<file path="config.mk">
export PLATFORM = sky130hd
export DESIGN_NAME = univ_reg
export DESIGN_NICKNAME = d
export VERILOG_FILES = /design/src/rtl/univ_reg.sv
export SDC_FILE = /design/constraint.sdc
export NUM_CORES = 1
export LEC_CHECK = 0
export CORE_MARGIN = 4
export CORE_UTILIZATION = 45
export CTS_BUF_LIST = sky130_fd_sc_hd__clkbuf_16
export DETAILED_ROUTE_END_ITERATION = 12
export PLACE_DENSITY = 0.8
export SLEW_MARGIN = 10
export SYNTH_ARGS = -nofsm -noshare
export SYNTH_HDL_FRONTEND = slang
export SYNTH_SLANG_ARGS = --single-unit
</file>
<file path="constraint.sdc">
create_clock -name clk -period 2.5 [get_ports clk]
set_clock_uncertainty 0.1 [all_clocks]
set_input_delay 0.375 -clock clk [delete_from_list [all_inputs] [get_ports clk]]
set_output_delay 0.375 -clock clk [all_outputs]
set_load 0.005 [all_outputs]
</file>
<file path="src/rtl/univ_reg.sv">
// univ_reg: WIDTH-bit edge-triggered universal register with a gate-style enable.
// Modes: hold, load, shift left/right, rotate left/right, count up/down.
// Also provides a complemented output, serial taps and a one-cycle registered wrap flag.
module univ_reg #(
   parameter int unsigned WIDTH     = 8,
   parameter logic [31:0] RESET_VAL = 32'h0
) (
   input  logic             clk,
   input  logic             rst,
   input  logic             en,
   input  logic [2:0]       mode,
   input  logic [WIDTH-1:0] d,
   input  logic             sin_r,
   input  logic             sin_l,
   output logic [WIDTH-1:0] q,
   output logic [WIDTH-1:0] qn,
   output logic             sout_l,
   output logic             sout_r,
   output logic             wrap
);

   typedef enum logic [2:0] {
      ModeHold = 3'b000,
      ModeLoad = 3'b001,
      ModeShl  = 3'b010,
      ModeShr  = 3'b011,
      ModeRol  = 3'b100,
      ModeRor  = 3'b101,
      ModeInc  = 3'b110,
      ModeDec  = 3'b111
   } mode_e;

   localparam logic [WIDTH-1:0] ONE   = {{(WIDTH-1){1'b0}}, 1'b1};
   localparam logic [WIDTH-1:0] ONES  = {WIDTH{1'b1}};
   localparam logic [WIDTH-1:0] ZEROS = {WIDTH{1'b0}};

   logic [WIDTH-1:0] q_q, q_d;
   logic             wrap_q, wrap_d;

   // Next-state decode; wrap defaults low so it can never be sticky.
   always_comb begin
      q_d    = q_q;
      wrap_d = 1'b0;
      if (en) begin
         unique case (mode_e'(mode))
            ModeHold: q_d = q_q;
            ModeLoad: q_d = d;
            ModeShl:  q_d = {q_q[WIDTH-2:0], sin_r};
            ModeShr:  q_d = {sin_l, q_q[WIDTH-1:1]};
            ModeRol:  q_d = {q_q[WIDTH-2:0], q_q[WIDTH-1]};
            ModeRor:  q_d = {q_q[0], q_q[WIDTH-1:1]};
            ModeInc: begin
               q_d    = q_q + ONE;
               wrap_d = (q_q == ONES);
            end
            ModeDec: begin
               q_d    = q_q - ONE;
               wrap_d = (q_q == ZEROS);
            end
            default: q_d = q_q;
         endcase
      end
   end

   // State register; synchronous reset overrides any mode, including a wrap edge.
   always_ff @(posedge clk) begin
      if (rst) begin
         q_q    <= RESET_VAL[WIDTH-1:0];
         wrap_q <= 1'b0;
      end else begin
         q_q    <= q_d;
         wrap_q <= wrap_d;
      end
   end

   // Outputs derive from registered state only.
   always_comb begin
      q      = q_q;
      qn     = ~q_q;
      sout_l = q_q[WIDTH-1];
      sout_r = q_q[0];
      wrap   = wrap_q;
   end

endmodule
</file>
==> results of run 1 <==
-- routing by layer --
| metal | track usage | share of wire | wire length, um | up-vias |
|---|---|---|---|---|
| met5 | 0 | 0 | 0 | - |
| met2 | 0.3361 | 0.48 | 1528 | 58 |
| met1 | 0.2524 | 0.42 | 1321 | 539 |
| met3 | 0.03963 | 0.092 | 292 | 4 |
| met4 | 0.07292 | 0.0079 | 25 | 0 |
| li1 | - | - | - | 547 |
-- state kept, by name (all words and copies together), names as in the netlist --
name / count
q: 8
wrap: 1
-- per-stage QoR --
stage	hold WS [ps]	cell area (um2)
floorplan	460.7	1008
global placement	492.0	1340
detailed placement	498.9	1340
CTS	506.4	1419
global route	540.4	1419
finish	494.3	1419
-- power by group --
part / total (uW) / switching, uW / leakage, uW / internal (uW)
Clock: 291 / 80.7 / 0.0000423 / 210
Sequential: 180 / 25.6 / 0.0000738 / 155
Combinational: 210 / 91.2 / 0.000411 / 119
Total: 681 / 197 / 0.000527 / 484
-- area by class of cell --
class	count	area, um2	area share
flip-flops and latches	9	180.2	0.1270
inverters	9	33.78	0.02381
clock buffers	3	75.07	0.05291
multi-input cells	97	691.9	0.4877
well taps	27	33.78	0.02381
repair buffers	42	400.4	0.2822
clock inverters	1	3.754	0.002646
-- layout by cell type, fill, tap and decap left out, drive strengths merged, types with 3 or more instances in the layout --
master,count
clkdlybuf4s50,34
buf,8
dfxtp,9
inv,10
or4,3
o21ai,7
a21oi,8
clkbuf,3
nor2,8
nand2,4
nand3,6
nor3,7
nand4b,4
o31a,3
mux2i,7
or3,4
nand4,6
a211oi,4
-- worst max-delay path: stages --
cell	delay (ps)
clkdlybuf4s50_1	490
nand3_1	130
xnor2_1	150
ha_1	240
or4_4	430
nand4b_4	190
a211oi_2	230
nand4b_1	130
-- worst max-delay path by stage --
stage | cells after the start | endpoint | startpoint | slack, ps
after CTS | 8 | q[6]$_SDFFE_PP0P_ | mode[0] | 220
after detailed placement | 8 | q[6]$_SDFFE_PP0P_ | mode[0] | 0.8
after floorplan | 7 | q[6]$_SDFFE_PP0P_ | mode[0] | 550
final | 8 | q[6]$_SDFFE_PP0P_ | mode[0] | 220
after global routing | 8 | q[6]$_SDFFE_PP0P_ | mode[2] | 170
after global placement | 8 | q[4]$_SDFFE_PP0P_ | mode[1] | 60
-- cell families (layout without fill, tap and decap cells) --
family          after synthesis  in the layout
flops                         9              9
buf+inv                      21             55
compound gates               35             35
fa+ha+maj                     1              1
xor+xnor                      3              3
mux                           8              8
simple gates                 50             50
==> summary.txt, run 1 <==
Clock network
  – Resize count post-CTS: 0
  – Clock root buffer: clkbuf_16
  – CTS buffer count: 3
  – Deepest clock path buffer count: 2
  – Clock latency reported for the late side of the worst-skew pair: 240 ps
  – Maximum level of the CTS H-tree: 1
  – Number of buffers inserted for hold repair after clock tree synthesis: 0
  – Clk sinks: 9
  – Clock transition at the registers of the reported paths: around 40 ps
  – CTS tree: yes
  – Setup bufs post-CTS: 0

Final layout
  – Net total in the final layout: 179
  – Filler Cells Inserted: about 180
  – Area added between synthesis and finish: 40.69%
  – Fraction of final layout cells with drive strength greater than 1: 0.1242
  – Layout Utilization: 0.6949
  – Number of standard cells in the final layout excluding fillers: roughly 190
  – Antenna cells: 0

Hold path
  – HP Class: register to register
  – Worst hold start: q[7]$_SDFFE_PP0P_
  – Endpoint of the worst hold path: wrap$_SDFF_PP0_
  – Number of cells traversed by the worst hold path: 2

Synthesis
  – Number of warnings printed during yosys synthesis: 0
  – Xor and xnor fraction of the mapped netlist area: 0.02605
  – Most common flop cell mapped by yosys: dfxtp_1
  – Synth cell types: 44
  – Synth Area in Adders: 0.01241
  – Share of synthesized area spent on multiplexers: 0.08065
  – Most frequent cells after synthesis: 9 x dfxtp_1, 9 x inv_1, 8 x a21oi_1, 8 x nor2_1, 7 x mux2i_1
  – Portion of synthesized cell area occupied by the leading cell type: 0.1787
  – Basic-gate share of the synthesized area counting and, or, nand and nor cells: 0.3189
  – Netlist Area Pre-Place: approximately 1000 um2
  – Synth Area in Compound Gates: 0.2481
  – Sequential cell area fraction in the yosys report: 0.1787
  – Flip-flop and latch count after synthesis: 9
  – Number of nets produced by synthesis: between 100 and 150
  – Share of async-settable or async-resettable flops after synthesis: 0
  – Largest family of logic cells by synthesized area: simple AND/OR/NAND/NOR gates
  – Post-synth top area cell: dfxtp_1
  – Avg Synthesized Cell Area: 7.941 um2
  – Number of enable-type register cells in the synthesized netlist: 0
  – Syn Inst Count: 127
  – Largest cells by area after synthesis: dfxtp_1 18%, mux2i_1 6.9%, buf_6 5.6%, a21oi_1 4.0%, buf_4 3.7%

Setup path
  – Arrival time reported for the critical path endpoint: 2350 ps
  – Critical R2R Launch: q[1]$_SDFFE_PP0P_
  – Worst setup EP type: register
  – Endpoint of the most critical register-to-register path: q[6]$_SDFFE_PP0P_
  – Peak fanout along the critical path: 4
  – Cells on worst reg2reg path: 6
  – Category of the most critical setup path: primary input to register
  – Required time of the critical path: 2580 ps
  – Startpoint type of the worst setup path: primary input
  – Internal reg-to-reg setup slack: 450 ps

Timing
  – Finish-stage setup viols: 0
  – Final Slew Violations: 0
  – Count of endpoints failing hold in the final timing report: 0
  – Max_slew headroom: 0.7267
  – Worst-margin pin slew: 409.4 ps
  – Final worst slack: 222.8 ps
  – Fin Setup TNS: 0 ps
  – Period utilisation layout: 0.9109
  – Final min period: 2277 ps
  – Highest attainable clock frequency: 0.4391 GHz
  – Setup repair after global routing missed its margin: no

Placed design
  – Final RePlAce weighted congestion: 0.9455
  – Placed insts: 184
  – Post-Place Worst Slack: 0.8122 ps
  – Post-detailed-placement half-perimeter wirelength: roughly 2200 um
  – I/O Buffers: 34

Floorplanning
  – Boundary pin count: 35
  – Standard-cell rows: 16
  – Y dimension of the die: 55.34 um
  – Area of the core region: 2042 um2
  – Die ar.: ~3100 um2
  – Initial standard-cell utilization of the core: 0.4939
  – Width of the chip: 55.34 um

Global routing
  – First-pass GRT wire length: between 5000 and 6000 um
  – Antenna violations before repair: 0
  – Global route overflow: 0
  – Overall track demand over capacity in global routing: 0.2009
  – Number of global-route vias before repair: about 1,100
  – Maximum number of pins on one net before global-route repair: 24

Routing
  – Vias after detailed routing: 1,148
  – Initial DRC count: 42
  – Length of the first detailed-routing pass in iterations: 4
  – Antenna-violating nets left: 0
  – Wirelength, routed: 3168 um
  – DR DRC count: 0
  – Average via count per standard cell: 6.106
  – Routed WL per cell: 16.85 um

Power
  – Leakage: roughly 0.00053 uW
  – Power density normalized to cell area: a little under 500 nW/um2
  – Final Power: 681.2 uW
  – Worst vdd ir: 0.3101 mV

Outcome
  – Outcome: finished, final reports clean

Job
  – Maximum Capacitance Violations: 0
Note: power is estimated with default switching activity, not from simulation.
==> inputs of run 2 (changes only) <==
- ABC_AREA: default -> 1
- ABC_CLOCK_PERIOD_IN_PS: default -> 2500
- CORE_UTILIZATION: 45 -> 46
==> summary.txt, run 2 <==
Final layout
  – Antenna cells: 0 (unchanged)
  – Most frequent cells in the layout: 48 x nand2_1, 34 x clkdlybuf4s50_1, 27 x inv_1
  – Most common cell after layout, fill and taps aside: nand2_1
  – Area added between synthesis and finish: 41.45%
  – Layout Utilization: 0.6833 (-0.01160)
  – Filler Cells Inserted: 210 (+14%)
  – Net total in the final layout: 234 (+31%)
  – Largest register FFs: 8 (unchanged)
  – Fraction of final layout cells with drive strength greater than 1: 0.1389 (+0.01467)

Setup path
  – Worst setup EP type: register
  – Peak fanout along the critical path: 5 (+1)
  – Arrival time reported for the critical path endpoint: 2200 ps (-150 ps)
  – Critical R2R Launch: q[1]$_SDFFE_PP0P_
  – Internal reg-to-reg setup slack: 710 ps (+260 ps)
  – Startpoint type of the worst setup path: primary input
  – Cells on worst reg2reg path: 14 (+8)
  – Required time of the critical path: 2530 ps (-50 ps)
  – Endpoint of the most critical register-to-register path: q[4]$_SDFFE_PP0P_
  – Category of the most critical setup path: primary input to register

Placed design
  – Post-detailed-placement half-perimeter wirelength: 2851 um (+27%)
  – I/O Buffers: 34 (unchanged)
  – Final RePlAce weighted congestion: 0.9500 (+0.48%)

Power
  – Switching Fraction: 0.3013 (+0.01142)
  – Power density normalized to cell area: 437.1 nW/um2 (-8.9%)
  – Leakage: 0.0006982 uW (+32%)
  – Combinational share of power: 0.320 (+0.011)
  – Internal Pwr Total: 461.7 uW (-4.6%)
  – Worst vdd ir: 0.7659 mV (+150%)
  – Sequential share of power: 0.261 (-0.003)
  – Net switching power figure: 199.1 uW (+0.81%)
  – Fraction of power consumed by the clock network: 0.419 (-0.008)

Clock network
  – CTS buffer count: 3 (unchanged)
  – Number of buffers inserted for hold repair after clock tree synthesis: 0 (unchanged)
  – Clk sinks: 9 (unchanged)
  – Deepest clock path buffer count: 2 (unchanged)
  – Clock transition at the registers of the reported paths: 40 ps (about the same)
  – CTS tree: yes
  – Clock latency reported for the late side of the worst-skew pair: 230 ps (about the same)
  – Resize count post-CTS: 0 (unchanged)
  – Clock root buffer: clkbuf_16
  – Setup bufs post-CTS: 0 (unchanged)
  – Maximum level of the CTS H-tree: 1 (unchanged)

Timing
  – Finish-stage setup viols: 0 (unchanged)
  – Final min period: 2177 ps (-100.1 ps)
  – Fin Setup TNS: 0 ps (unchanged)
  – Period utilisation layout: 0.8709 (-0.04004)
  – Worst-margin pin slew: 366.5 ps (-42.93 ps)
  – Final Slew Violations: 0 (unchanged)
  – Setup repair after global routing missed its margin: no
  – Max_slew headroom: 0.7553 (+0.02866)
  – Count of endpoints failing hold in the final timing report: 0 (unchanged)
  – Highest attainable clock frequency: 0.4593 GHz (+4.6%)

Hold path
  – Number of cells traversed by the worst hold path: 2 (unchanged)
  – HP Class: register to register
  – Worst hold start: q[7]$_SDFFE_PP0P_
  – Endpoint of the worst hold path: q[7]$_SDFFE_PP0P_

Routing
  – Antenna-violating nets left: 0 (unchanged)
  – Length of the first detailed-routing pass in iterations: 4 (unchanged)
  – Routed WL per cell: 15.16 um (-10%)
  – DR DRC count: 0 (unchanged)
  – Wirelength, routed: 3698 um (+17%)
  – Vias after detailed routing: 1,362 (+19%)
  – Average via count per standard cell: 5.582 (-8.6%)
  – Initial DRC count: 67 (+60%)

Synthesis
  – Synth cell types: 32 (-27%)
  – Most frequent cells after synthesis: 48 x nand2_1, 26 x inv_1, 16 x nor2_1
  – Number of nets produced by synthesis: 195 (+35%)
  – Avg Synthesized Cell Area: 6.003 um2 (-24%)
  – Cell with the most instances after synthesis: nand2_1
  – Post-synth top area cell: dfxtp_1
  – Flip-flop and latch count after synthesis: 9 (unchanged)
  – Sequential cell area fraction in the yosys report: 0.1686 (-0.01004)
  – Syn Inst Count: 178 (+40%)
  – Largest cells by area after synthesis: dfxtp_1 17%, nand2_1 17%, inv_1 9.1%, nand2_2 6.4%, a21oi_1 6.1%
  – Number of warnings printed during yosys synthesis: 0 (unchanged)
  – Number of enable-type register cells in the synthesized netlist: 0 (unchanged)
  – Share of async-settable or async-resettable flops after synthesis: 0 (unchanged)
  – Portion of synthesized cell area occupied by the leading cell type: 0.1686 (-0.01004)
  – Most common flop cell mapped by yosys: dfxtp_1
  – Netlist Area Pre-Place: 1069 um2 (+6.0%)

Global routing
  – Global route overflow: 0 (unchanged)
  – Antenna violations before repair: 0 (unchanged)
  – First-pass GRT wire length: 6272 um (+25%)
  – Overall track demand over capacity in global routing: 0.2485 (+0.04759)
  – Number of global-route vias before repair: 1,363 (+29%)
  – Maximum number of pins on one net before global-route repair: 13 (-46%)

Floorplanning
  – Width of the chip: 56.20 um (+1.5%)
  – Area of the core region: 2212 um2 (+8.3%)
  – Boundary pin count: 35 (unchanged)
  – Y dimension of the die: 56.20 um (+1.5%)
  – Standard-cell rows: 17 (+1)
  – Initial standard-cell utilization of the core: 0.4830 (-0.01084)
  – Die ar.: 3158 um2 (+3.1%)

Job
  – Maximum Capacitance Violations: 0 (unchanged)

Outcome
  – Outcome: finished, final reports clean
## run 2: cell types whose count changed after synthesis, moves of 5 or more
| cell | change |
|---|---|
| nand2_2 | +11 |
| mux2i_1 | -7 |
| nor2_1 | +8 |
| inv_1 | +17 |
| nand2_1 | +44 |
| a21oi_1 | +5 |
## run 2: power by group through the flow
stage	clock network, uW	registers (uW)	logic [uW]
after CTS	281	172	210
after detailed placement	0	174	207
final	277	173	211
after global placement	0	174	203
after floorplan	0	170	118
after global routing	291	174	233
## run 2: logic make-up (layout without fill, tap and decap cells)
logic type,after synthesis,count (layout),synth area share
AO/OA/AOI/OAI,33,33,0.2049
adder cells (fa/ha/maj),1,1,0.01171
buffers and inverters,35,73,0.1627
flip-flops,9,9,0.1686
AND/OR/NAND/NOR,99,99,0.4438
XOR/XNOR,1,1,0.008198
## run 2: worst max-delay path, cell delays in order
cell and delay, ps:
clkdlybuf4s50_1 610, inv_6 80, nor2_8 140, nand2_2 70
nand2_1 60, inv_1 40, ha_1 160, inv_1 60
nand2_2 70, o21ai_0 270, a41o_1 220, inv_1 40
## run 2: stage by stage
stage | hold slack, ps | power (uW) | std cells | setup slack (ps) | area (um2)
after floorplan | 337.4 | 288.3 | 178 | 722.4 | 1069
after global placement | 440.5 | 377.5 | 240 | 154.6 | 1433
after detailed placement | 465.7 | 381.4 | 240 | 106.9 | 1433
after CTS | 473.2 | 662.6 | 244 | 330.8 | 1511
after global routing | 510.4 | 697.8 | 244 | 139.1 | 1511
final | 472.1 | 660.7 | 244 | 322.9 | 1511
## run 2: cell type report
type	instances	area [um2]	area share
Multi-Input combinational cell	134	714.4	0.4727
Timing Repair Buffer	41	392.9	0.2599
Sequential cell	9	180.2	0.1192
Inverter	28	110.1	0.07285
Clock buffer	3	75.07	0.04967
Tap cell	28	35.03	0.02318
Clock inverter	1	3.754	0.002483
## run 2: worst max-delay path by stage
stage	from	end	slack, ps	cells after the start
5_1_grt	mode[2]	q[2]$_SDFFE_PP0P_	140	12
3_5_place_dp	mode[2]	q[4]$_SDFFE_PP0P_	110	16
4_1_cts	mode[2]	q[2]$_SDFFE_PP0P_	330	12
3_3_place_gp	mode[2]	q[4]$_SDFFE_PP0P_	150	16
2_1_floorplan	mode[0]	q[4]$_SDFFE_PP0P_	720	16
6_report	mode[2]	q[2]$_SDFFE_PP0P_	320	12
## run 2: routing by layer
| metal | GRT usage | vias up | routed length (um) |
|---|---|---|---|
| met3 | 0.05336 | 12 | 271 |
| met2 | 0.4224 | 66 | 1828 |
| met4 | 0.1085 | 0 | 98 |
| met1 | 0.2970 | 624 | 1499 |
| li1 | - | 660 | - |
| met5 | 0 | - | 0 |
